==> config.mk <==
export PLATFORM = sky130hd
export DESIGN_NAME = outr_serial_tx
export DESIGN_NICKNAME = d
export VERILOG_FILES = /design/src/rtl/outr_serial_tx.sv
export SDC_FILE = /design/constraint.sdc
export NUM_CORES = 1
export LEC_CHECK = 0
export CAP_MARGIN = 10
export CORE_MARGIN = 2
export CORE_UTILIZATION = 40
export CTS_CLUSTER_SIZE = 28
export DETAILED_ROUTE_END_ITERATION = 16
export PLACE_DENSITY = 0.59
export SYNTH_ARGS = -nofsm -noshare
export SYNTH_HDL_FRONTEND = slang
export SYNTH_SLANG_ARGS = --single-unit
==> constraint.sdc <==
create_clock -name clk -period 2.25 [get_ports clk]
set_input_delay 0.675 -clock clk [delete_from_list [all_inputs] [get_ports clk]]
set_output_delay 0.675 -clock clk [all_outputs]
set_load 0.01 [all_outputs]
==> src/rtl/outr_serial_tx.sv <==
// outr_serial_tx
//   Output-device stage behind the 8-bit OUTR register. It owns the FGO
//   (output-ready) flag. It serialises each loaded character as an 8N1 frame:
//   one start bit, eight data bits sent LSB first, and one stop bit.
//
// Parameters
//   CLKS_PER_BIT  clk cycles per serial bit (2..65535)
//
// Ports
//   clk          system clock, rising edge
//   rst          asynchronous active-high reset
//   out_load     OUTR load strobe from the control unit
//   out_data     registered OUTR contents (valid the cycle after out_load)
//   fgo          1 = ready for a new character
//   busy         1 while a frame is in progress
//   tx           serial line, idles high
//   err_overrun  one-cycle pulse when out_load arrives while fgo=0
module outr_serial_tx #(
  parameter int unsigned CLKS_PER_BIT = 16
) (
  input  logic       clk,
  input  logic       rst,
  input  logic       out_load,
  input  logic [7:0] out_data,
  output logic       fgo,
  output logic       busy,
  output logic       tx,
  output logic       err_overrun
);

  localparam int unsigned CW = (CLKS_PER_BIT > 2) ? $clog2(CLKS_PER_BIT) : 1;
  localparam logic [CW-1:0] LAST = CW'(CLKS_PER_BIT - 1);

  typedef enum logic [1:0] {IDLE, START, DATA, STOP} state_t;

  state_t        state;
  logic          pending;
  logic [CW-1:0] cnt;
  logic [2:0]    bit_idx;
  logic [7:0]    shift;
  logic          tx_r;
  logic          fgo_r;
  logic          ovr_r;

  always_ff @(posedge clk or posedge rst) begin
    if (rst) begin
      state   <= IDLE;
      pending <= 1'b0;
      cnt     <= '0;
      bit_idx <= '0;
      shift   <= '0;
      tx_r    <= 1'b1;
      fgo_r   <= 1'b1;
      ovr_r   <= 1'b0;
    end else begin
      ovr_r <= out_load & ~fgo_r;

      // out_data is only valid one cycle after the load strobe, so the load
      // is remembered in pending and the character is captured from IDLE.
      if (out_load && fgo_r) begin
        pending <= 1'b1;
        fgo_r   <= 1'b0;
      end

      unique case (state)
        IDLE: begin
          if (pending) begin
            shift   <= out_data;
            pending <= 1'b0;
            state   <= START;
            tx_r    <= 1'b0;
            cnt     <= '0;
          end
        end

        START: begin
          if (cnt == LAST) begin
            cnt     <= '0;
            bit_idx <= '0;
            tx_r    <= shift[0];
            shift   <= {1'b0, shift[7:1]};
            state   <= DATA;
          end else begin
            cnt <= cnt + CW'(1);
          end
        end

        // tx already holds the current bit; shift[0] is always the next one.
        DATA: begin
          if (cnt == LAST) begin
            cnt <= '0;
            if (bit_idx == 3'd7) begin
              tx_r  <= 1'b1;
              state <= STOP;
            end else begin
              bit_idx <= bit_idx + 3'd1;
              tx_r    <= shift[0];
              shift   <= {1'b0, shift[7:1]};
            end
          end else begin
            cnt <= cnt + CW'(1);
          end
        end

        STOP: begin
          if (cnt == LAST) begin
            cnt   <= '0;
            state <= IDLE;
            fgo_r <= 1'b1;
          end else begin
            cnt <= cnt + CW'(1);
          end
        end
      endcase
    end
  end

  assign fgo         = fgo_r;
  assign busy        = (state != IDLE);
  assign tx          = tx_r;
  assign err_overrun = ovr_r;

endmodule
# Word-level counts from Yosys, hierarchy flattened
# Cells that the tools add are included.
[word_totals] regBits=21 romBits=0 input_bits=11 latch_bits=0 word_cells=62 mem_count=0 ramBits=0
[classes] eq_ne=11 div_mod_pow=0 add_sub_neg=2 magnitude_cmp=0 mul=0 reduce_logical=10 n_mux=29 shift=0 n_bitwise=2
[ops] operator="2-to-1 mux 8 bit" n=4
[ops] operator="case mux 8 bit (3 select lines)" n=1
[ops] operator="inequality test 2 bit (second input constant)" n=6
[ops] operator="2-to-1 mux 1 bit" n=10
[ops] operator="2-to-1 mux 2 bit" n=5
[ops] operator="AND reduction 5 bit" n=2
[ops] operator="2-to-1 mux 3 bit" n=3
[ops] operator="2-to-1 mux 4 bit" n=2
[ops] operator="case mux 2 bit (4 select lines)" n=1
[ops] operator="case mux 4 bit (2 select lines)" n=1
[ops] operator="AND reduction 4 bit" n=2
[ops] operator="case mux 3 bit (2 select lines)" n=1
[ops] operator="adder 4 x 1 -> 4 bit (second input constant)" n=1
[ops] operator="equality test 2 bit (second input constant)" n=2
[ops] operator="equality test 4 bit (second input constant)" n=1
[ops] operator="nonzero test 2 bit" n=2
[ops] operator="adder 3 x 1 -> 3 bit (second input constant)" n=1
[ops] operator="equality test 3 bit (second input constant)" n=1
[ops] operator="case mux 1 bit (3 select lines)" n=1
[ops] operator="nonzero test 3 bit" n=1
[ops] operator="OR reduction 3 bit" n=1
[ops] operator="equality test 2 x 1 -> 1 bit (second input constant)" n=1
[ops] operator="logical NOT 2 bit" n=1
[ops] operator="bitwise AND 1 bit" n=1
[ops] operator="2 further kinds" n=2

# Logic depth before layout (Yosys ltp)
# Gate-level depths: netlist of run 1.
[depth] ltp_word=4 depth_mapped=6 depth_no_buf=5

# Worst setup path before layout of run 1
# OpenSTA, ideal clock, no wires.
[synth_path] path_kind="reg-to-reg" startpoint="register state[0]" endpoint="register shift[0]" arrival_ns=1.911 setup_slack_ns=0.215 path_buffers=0 path_stages_with_launch=6 cell_sequence="dfrtp_1 -> inv_1 -> ha_1 -> or2_2 -> a2111oi_4 -> mux2_2"
[synth_via] elab_chain_len=3
[synth_lines] element="from (decl)" line_no="36" rtl="state_t state;"
[synth_lines] element="from (signal assigned)" line_no="47" rtl="state <= IDLE;"
[synth_lines] element="from (signal assigned)" line_no="70" rtl="state <= START;"
[synth_lines] element="from (signal assigned)" line_no="82" rtl="state <= DATA;"
[synth_lines] element="equality test 2 bit (tied with other cells)" line_no="65" rtl="unique case (state)"
[synth_lines] element="inequality test 2 bit (no line) or nonzero test 3 bit (tied branches)"
[synth_lines] element="AND reduction 5 bit (no line)"
[synth_lines] element="to (signal assigned)" line_no="68" rtl="shift <= out_data;"
[synth_lines] element="to (signal assigned)" line_no="81" rtl="shift <= {1'b0, shift[7:1]};"
[synth_lines] element="to (signal assigned)" line_no="98" rtl="shift <= {1'b0, shift[7:1]};"
[synth_lines] element="to (decl)" line_no="40" rtl="logic [7:0] shift;"
# Parallel ways exist; a longest one is shown, timed or not.
# A chain may end at the register's enable or synchronous reset.

# Final worst setup path of run 1
[layout_path] startpoint="register fgo_r, in the netlist fgo" endpoint="output fgo"
[layout_lines] element="from (decl)" line_no="42" rtl="logic fgo_r;"
[layout_lines] element="from (signal assigned)" line_no="53" rtl="fgo_r <= 1'b1;"
[layout_lines] element="from (signal assigned)" line_no="62" rtl="fgo_r <= 1'b0;"
[layout_lines] element="from (signal assigned)" line_no="109" rtl="fgo_r <= 1'b1;"
[layout_lines] element="to (decl)" line_no="25" rtl="output logic fgo,"
# No word-level cell between the ends.

==> impl_results.md, run 1 <==
- Worst supply voltage drop on vdd: roughly 0.60 mV
- Leakage: ~0.64 nW
- Setup skew after layout: 0.00240 ns
- Post-Syn Nets: between 100 and 150
- Largest net degree at the start of global routing: 22
- Worst-Skew Late Latency: 0.32 ns
- Detailed Route Iter0 Violations: 27
- Root cell of the clock tree: sky130_fd_sc_hd__clkbuf_4
- Count of buffer and inverter cells on the critical path: 1
- Max FO, Critical Path: 4
- Cell-by-cell trace of the critical path: clkdlybuf4s50_1
- Instance count of the mapped netlist: about 110
- Wire length per cell after detailed routing: between 10 and 15 um
- Path type of the worst setup path: flop to output port
- Final nets: roughly 150
- Floorplan die width: 59.0 um
- Die Height: around 59 um
- CTS Buf Count: 3
- Via count: 843
- Yosys Warn Count: 0
- Flip-flop and latch count after synthesis: 21
- Unrepaired setup endpoints after global routing: false
- Setup violation total in the final timing report: 0
- Detailed-route vias per instance: 5.17
- Pin slew with the least headroom to its limit: ~0.31 ns
- Number of port buffers: 14
- CP Launch Type: flop
- Reg2Reg Setup Slack: approximately 0.14 ns
- Top Ports: 15
- Total count of max-transition violations in the final report: 0
- Maximum root-to-sink buffer count: 2
- Final core utilization: a little over half
- Crit. path cell count: 1
- Post-route ant nets: 0
- Path category of the worst min-delay check: flop to flop
- Clock transition at the register clock pins on the worst setup and hold paths after CTS: roughly 0.12 ns
- Layout fillers: roughly 270
- Synth area leaders: sky130_fd_sc_hd__dfrtp_1, sky130_fd_sc_hd__mux2_2, sky130_fd_sc_hd__ha_1, sky130_fd_sc_hd__dfstp_2, sky130_fd_sc_hd__inv_1
- Area enclosed by the die boundary: 3480 um2
- Minimum setup slack in the final design: roughly 0.14 ns
- Initial DRT Pass Iterations: 4
- RR Startpoint: state[0]$_DFFE_PP0P_
- Setup WS pre-CTS: 0.132 ns
- Layout Area Growth over Synthesis: 21.4%
- EDFF count, synth: 0
- Family with the most delay on the worst path: flip-flops
- Global-route total usage across every layer: approximately 16%
- Top cell type by total area after synthesis: sky130_fd_sc_hd__dfrtp_1
- Max stage delay on crit path: around 0.58 ns
- Final GP Congestion: a little under 0.8
- Post-place instance area: ~1400 um2
- Avg Synthesized Cell Area: 11.2 um2
- Endpoint kind of the worst setup timing path: output port
- Number of cells on the worst reg-to-reg path: 6
- Cts-stage hold buffer count: 0
- Drt drc: 0
- Worst hold stages: 1
- Wire length of the first global-routing pass: between 4 and 5 mm
- Fraction of registers with async set or reset after synthesis: 100%
- Outcome: completed
- Final global-route overflow total: 0
- Remaining max-slew budget at the tightest pin: just under 80%
- Proportion of layout cells with a drive suffix above 1: 28.8%
- Share of the clock period used by the worst path: 93.6%
- Antenna fix cells: 0
- Antenna violations before repair: 0
- Clock net sink count: 21
- Synthesized cell area: 1210 um2
- Signal arrival time at the worst endpoint: between 1 and 1.5 ns
- Detailed Route WL: around 2.3 mm
- Number of global-route vias before repair: 944
- Count of max-cap constraint violations: 0
- Top FF cell, synth: sky130_fd_sc_hd__dfrtp_1
- Detailed placer's ending HPWL: 1.73 mm
- Power density of the placed cells: 1350 nW/um2
- Maximum achievable frequency: around 470 MHz
- Sequential cell area fraction in the yosys report: a little over two fifths
- Time the final worst path needs with I/O delays and setup: approximately 2.1 ns
- Number of levels in the clock H-tree: 1
- Setup Total Neg Slack: 0 ns
- Worst reg2reg endpoint: shift[1]$_DFFE_PP0P_
- Area fraction of the dominant cell type after synthesis: between 30% and 40%
- Hold EP: pending$_DFF_PP0_
- Hold Fails Final Rpt: 0
- Initial Utilization: 43.1%
- Cell variety after synth: 32
- Cell with the largest stage delay on the worst path: sky130_fd_sc_hd__dfstp_2
- Required time of the critical path: 1.57 ns
- Total non-filler cell area in the finished layout: 1470 um2
- Start point of the worst min-delay path: pending$_DFF_PP0_
- Clock tree from TritonCTS: built
- Number of rows created at floorplan: 19
- Floorplan Core Area: 2810 um2
cell type report:
cell class	count	area (um2)	area share, %
Clock buffer	3	22.5	1.53
Clock inverter	1	5.00	0.341
Inverter	8	30.0	2.04
Multi-Input combinational cell	77	646	44.0
Sequential cell	21	528	35.9
Tap cell	31	38.8	2.64
Timing Repair Buffer	22	199	13.5
placed cells by master (no fill, tap or decap), drive strengths merged, types with 2 or more instances in the layout:
| cell type | n |
|---|---|
| dfrtp | 19 |
| mux2 | 17 |
| clkdlybuf4s50 | 13 |
| ha | 10 |
| nand2 | 8 |
| buf | 8 |
| inv | 8 |
| o21ai | 5 |
| nor2b | 4 |
| a21oi | 4 |
| nand3 | 4 |
| clkbuf | 3 |
| and2 | 2 |
| or3b | 2 |
| mux2i | 2 |
| nor3 | 2 |
| nand2b | 2 |
| o211ai | 2 |
| dfstp | 2 |
repair_timing:
item	in CTS	in global routing
setup endpoints to repair	1	0
resized for setup	3	0
setup buffers	2	0
hold endpoints to repair	0	0
cell families (layout without fill, tap and decap cells):
group / Yosys count / in the layout / synth area share (%)
AOI/OAI and AO/OA: 17 / 17 / 10.7
buffers and inverters: 10 / 34 / 3.21
muxes: 19 / 19 / 17.5
adders and majority gates: 10 / 10 / 10.3
DFF: 21 / 21 / 43.6
and+or+nand+nor: 31 / 31 / 14.7
metrics by stage:
stage / cells / hold WS [ns] / total power, mW
after global placement: 157 / 0.481 / 1.75
final: 163 / 0.502 / 1.98
after CTS: 163 / 0.507 / 2.01
after detailed placement: 157 / 0.489 / 1.78
after floorplan: 108 / 0.464 / 1.48
after global routing: 163 / 0.538 / 2.15
cell usage after synthesis, types with 2 or more instances:
cell type                  instances
sky130_fd_sc_hd__dfstp_2           2
sky130_fd_sc_hd__nor2b_1           4
sky130_fd_sc_hd__mux2i_1           2
sky130_fd_sc_hd__nand3_1           3
sky130_fd_sc_hd__ha_1             10
sky130_fd_sc_hd__and2_1            2
sky130_fd_sc_hd__a21oi_1           4
sky130_fd_sc_hd__nor3_1            2
sky130_fd_sc_hd__dfrtp_1          19
sky130_fd_sc_hd__o211ai_1          2
sky130_fd_sc_hd__or3b_2            2
sky130_fd_sc_hd__inv_1             8
sky130_fd_sc_hd__o21ai_0           5
sky130_fd_sc_hd__nand2_1           8
sky130_fd_sc_hd__nand2b_1          2
sky130_fd_sc_hd__mux2_2           17
report_power, final:
part           internal [mW]  switching, mW
registers              0.526         0.0938
logic                  0.647          0.516
clock network         0.0666          0.128
layer usage:
layer / routed length [um] / vias up / global-route usage, % / part of all wire, %
li1: - / 428 / - / -
met1: 1140 / 403 / 21.2 / 48
met2: 1110 / 7 / 26.5 / 47
met3: 44 / 5 / 1.97 / 1.9
met4: 54 / 0 / 7.79 / 2.3
met5: 0 / - / 0 / 0
worst reg2reg max path, cell delays in order, from the launching register on:
cell                        delay [ns]
sky130_fd_sc_hd__dfrtp_1          0.42
sky130_fd_sc_hd__buf_4            0.15
sky130_fd_sc_hd__ha_1             0.22
sky130_fd_sc_hd__or2_2            0.35
sky130_fd_sc_hd__a2111oi_4        0.30
sky130_fd_sc_hd__buf_4            0.22
sky130_fd_sc_hd__mux2_2           0.34
worst max-delay path by stage:
| stage | startpoint | to |
|---|---|---|
| global route | state[1]$_DFFE_PP0P_ | shift[5]$_DFFE_PP0P_ |
| finish | fgo$_DFF_PP1_ | fgo |
| CTS | fgo$_DFF_PP1_ | fgo |
| global placement | state[0]$_DFFE_PP0P_ | shift[1]$_DFFE_PP0P_ |
| detailed placement | state[0]$_DFFE_PP0P_ | shift[6]$_DFFE_PP0P_ |
| floorplan | state[0]$_DFFE_PP0P_ | shift[0]$_DFFE_PP0P_ |
registers in the layout, summed over array words and instances (netlist names):
| signal | flops |
|---|---|
| shift | 8 |
| cnt | 4 |
| bit_idx | 3 |
| state | 2 |
| err_overrun | 1 |
| fgo | 1 |
| pending | 1 |
| tx | 1 |
Note: power is estimated with default switching activity, not from simulation.
==> run 2, diff against run 1 <==
--- a/config.mk
+++ b/config.mk
@@ -5,12 +5,12 @@
 export SDC_FILE = /design/constraint.sdc
 export NUM_CORES = 1
 export LEC_CHECK = 0
-export CAP_MARGIN = 10
+export CAP_MARGIN = 20
 export CORE_MARGIN = 2
 export CORE_UTILIZATION = 40
 export CTS_CLUSTER_SIZE = 28
 export DETAILED_ROUTE_END_ITERATION = 16
-export PLACE_DENSITY = 0.59
+export PLACE_DENSITY = 0.63
 export SYNTH_ARGS = -nofsm -noshare
 export SYNTH_HDL_FRONTEND = slang
 export SYNTH_SLANG_ARGS = --single-unit
==> impl_results.md, run 2 (same netlist as run 1, synthesis figures left out) <==
- Detailed-route vias per instance: 5.25 (was 5.17)
- Cell-by-cell trace of the critical path: buf_4, ha_1, or2_2, a2111oi_4, buf_4, mux2_2 (was clkdlybuf4s50_1)
- RR Startpoint: state[0]$_DFFE_PP0P_ (unchanged)
- Endpoint kind of the worst setup timing path: flop (was output port)
- CP Launch Type: flop (unchanged)
- Number of cells on the worst reg-to-reg path: 6 (unchanged)
- Worst reg2reg endpoint: shift[2]$_DFFE_PP0P_ (was shift[1]$_DFFE_PP0P_)
- Number of levels in the clock H-tree: 1 (unchanged)
- Antenna fix cells: 0 (unchanged)
- Clock net sink count: 21 (unchanged)
- Required time of the critical path: 2.45 ns (was 1.57 ns)
- Time the final worst path needs with I/O delays and setup: 2.16 ns (was 2.11 ns)
- Floorplan Core Area: 2810 um2 (unchanged)
- Start point of the worst min-delay path: pending$_DFF_PP0_ (unchanged)
- Total non-filler cell area in the finished layout: 1470 um2 (about the same)
- Maximum achievable frequency: 464 MHz (was 475 MHz)
- Number of global-route vias before repair: 840 (was 944)
- Leading cell types in the layout, fill and taps excluded: sky130_fd_sc_hd__dfrtp_1, sky130_fd_sc_hd__mux2_2, sky130_fd_sc_hd__clkdlybuf4s50_1, sky130_fd_sc_hd__ha_1 (unchanged)
- CP most frequent cell: sky130_fd_sc_hd__buf_4
- Leakage: 0.648 nW (was 0.643 nW)
- Worst-Skew Late Latency: 0.31 ns (was 0.32 ns)
- Path category of the worst min-delay check: flop to flop (unchanged)
- Registers with the most flip-flops: shift (8), cnt (4), bit_idx (3) (unchanged)
- Count of max-cap constraint violations: 0 (unchanged)
- Final global-route overflow total: 0 (unchanged)
- Proportion of layout cells with a drive suffix above 1: 28.8% (unchanged)
- Signal arrival time at the worst endpoint: 2.35 ns (was 1.43 ns)
- Critical Path Start: state[0]$_DFFE_PP0P_ (was fgo$_DFF_PP1_)
- Final GP Congestion: 0.879 (was 0.782)
- Setup skew after layout: 0.00624 ns (was 0.00240 ns)
- Detailed Route WL: 2.13 mm (was 2.35 mm)
- Commonest non-fill, non-tap cell in the layout: sky130_fd_sc_hd__dfrtp_1 (unchanged)
- Detailed placer's ending HPWL: 1.64 mm (was 1.73 mm)
- Max FO, Critical Path: 8 (was 4)
- Worst hold stages: 1 (unchanged)
- Setup violation total in the final timing report: 0 (unchanged)
- Number of port buffers: 14 (unchanged)
- Clock tree from TritonCTS: built (unchanged)
- Post-route ant nets: 0 (unchanged)
- Worst supply voltage drop on vdd: 0.589 mV (was 0.601 mV)
- Outcome: completed (unchanged)
- Global-route total usage across every layer: 13.9% (was 16.2%)
- Post-place instance area: 1420 um2 (was 1430 um2)
- Setup WS pre-CTS: -0.00702 ns (was 0.132 ns)
- Minimum setup slack in the final design: 0.0945 ns (was 0.144 ns)
- Number of rows created at floorplan: 19 (unchanged)
- Largest Register: shift (unchanged)
- Path type of the worst setup path: flop to flop (was flop to output port)
- Initial DRT Pass Iterations: 4 (unchanged)
- Hold Fails Final Rpt: 0 (unchanged)
- Initial Utilization: 43.1% (unchanged)
- Maximum root-to-sink buffer count: 2 (unchanged)
- Placed cells: 156 (was 157)
- Unrepaired setup endpoints after global routing: false (unchanged)
- Flip-flop count of the largest register after layout: 8 (unchanged)
- Final std cells w/o fill: 163 (unchanged)
- Final nets: 154 (unchanged)
- Max stage delay on crit path: 0.42 ns (was 0.58 ns)
- Count of buffer and inverter cells on the critical path: 2 (was 1)
- Pin slew with the least headroom to its limit: 0.329 ns (was 0.309 ns)
- Final core utilization: 52.5% (was 52.4%)
- Hold EP: pending$_DFF_PP0_ (unchanged)
- Wire length of the first global-routing pass: 3.65 mm (was 4.26 mm)
- Antenna violations before repair: 0 (unchanged)
- Power density of the placed cells: 1340 nW/um2 (was 1350 nW/um2)
- Clock transition at the register clock pins on the worst setup and hold paths after CTS: 0.12 ns (about the same)
- Drt drc: 0 (unchanged)
- Family with the most delay on the worst path: flip-flops (unchanged)
- Detailed Route Iter0 Violations: 30 (was 27)
- Largest net degree at the start of global routing: 22 (unchanged)
- Root cell of the clock tree: sky130_fd_sc_hd__clkbuf_4 (unchanged)
- Layout Area Growth over Synthesis: 21.7% (was 21.4%)
- Floorplan die width: 59.0 um (unchanged)
- Remaining max-slew budget at the tightest pin: 78.0% (was 79.4%)
- Total count of max-transition violations in the final report: 0 (unchanged)
- Top Ports: 15 (unchanged)
- Reg2Reg Setup Slack: 0.09 ns (was 0.14 ns)
- CTS Buf Count: 3 (unchanged)
- Die Height: 59.0 um (unchanged)
- Share of the clock period used by the worst path: 95.8% (was 93.6%)
- Cell with the largest stage delay on the worst path: sky130_fd_sc_hd__dfrtp_1 (was sky130_fd_sc_hd__dfstp_2)
- Via count: 855 (was 843)
- Area enclosed by the die boundary: 3480 um2 (unchanged)
- Wire length per cell after detailed routing: 13.0 um (was 14.4 um)
## run 2: changes by cell type in the layout (fill, tap and decap cells not counted), sizes merged
| cell | before | now |
|---|---|---|
| dlygate4sd2 | 1 | 0 |
| dlymetal6s2s | 0 | 1 |
## run 2: repair_timing
| item | 4_1_cts | 5_1_grt |
|---|---|---|
| hold buffers | 0 | 0 |
| pin swaps | 1 | 0 |
| buffers inserted | 3 | 0 |
| gates resized for setup | 2 | 1 |
| setup endpoints to repair | 9 | 1 |
## run 2: worst register-to-register path, cell delays in order (launching register included)
cell                        delay, ns
sky130_fd_sc_hd__dfrtp_1         0.42
sky130_fd_sc_hd__buf_4           0.15
sky130_fd_sc_hd__ha_1            0.23
sky130_fd_sc_hd__or2_2           0.34
sky130_fd_sc_hd__a2111oi_4       0.34
sky130_fd_sc_hd__buf_4           0.22
sky130_fd_sc_hd__mux2_2          0.35
## run 2: metal layers
layer  track usage [%]  up-vias  routed length [um]
li1                  -      429                   -
met1              17.6      406                 976
met2              23.0       14                1040
met3              2.18        6                  69
met4              6.82        0                  44
met5                 0        -                   0
## run 2: per-stage QoR
stage	hold slack (ns)	total power, mW	TNS (ns)
3_3_place_gp	0.475	1.71	0
2_1_floorplan	0.464	1.48	0
5_1_grt	0.539	2.15	0
3_5_place_dp	0.487	1.76	-0.0109
6_report	0.498	1.98	0
4_1_cts	0.504	2.00	0
## run 2: layout make-up
cell class / count / area [um2]
Fill cell: 257 / 1330
Sequential cell: 21 / 528
Tap cell: 31 / 38.8
Timing Repair Buffer: 22 / 203
Clock buffer: 3 / 22.5
Clock inverter: 1 / 5.00
Inverter: 8 / 30.0
Multi-Input combinational cell: 77 / 646
## run 2: report_power, final
| group | internal [mW] | switching, mW | total, mW |
|---|---|---|---|
| Clock | 0.0664 | 0.116 | 0.183 |
| Sequential | 0.526 | 0.0948 | 0.621 |
| Combinational | 0.654 | 0.518 | 1.17 |
## run 2: how the worst max path moves through the flow
stage                     cells past startpoint              endpoint  slack (ns)
after floorplan                               5  shift[0]$_DFFE_PP0P_        0.21
after detailed placement                      5  shift[2]$_DFFE_PP0P_      -0.007
after global placement                        5  shift[5]$_DFFE_PP0P_        0.05
after global routing                          6  shift[2]$_DFFE_PP0P_       0.008
after CTS                                     4                  busy       0.003
final                                         6  shift[2]$_DFFE_PP0P_        0.09
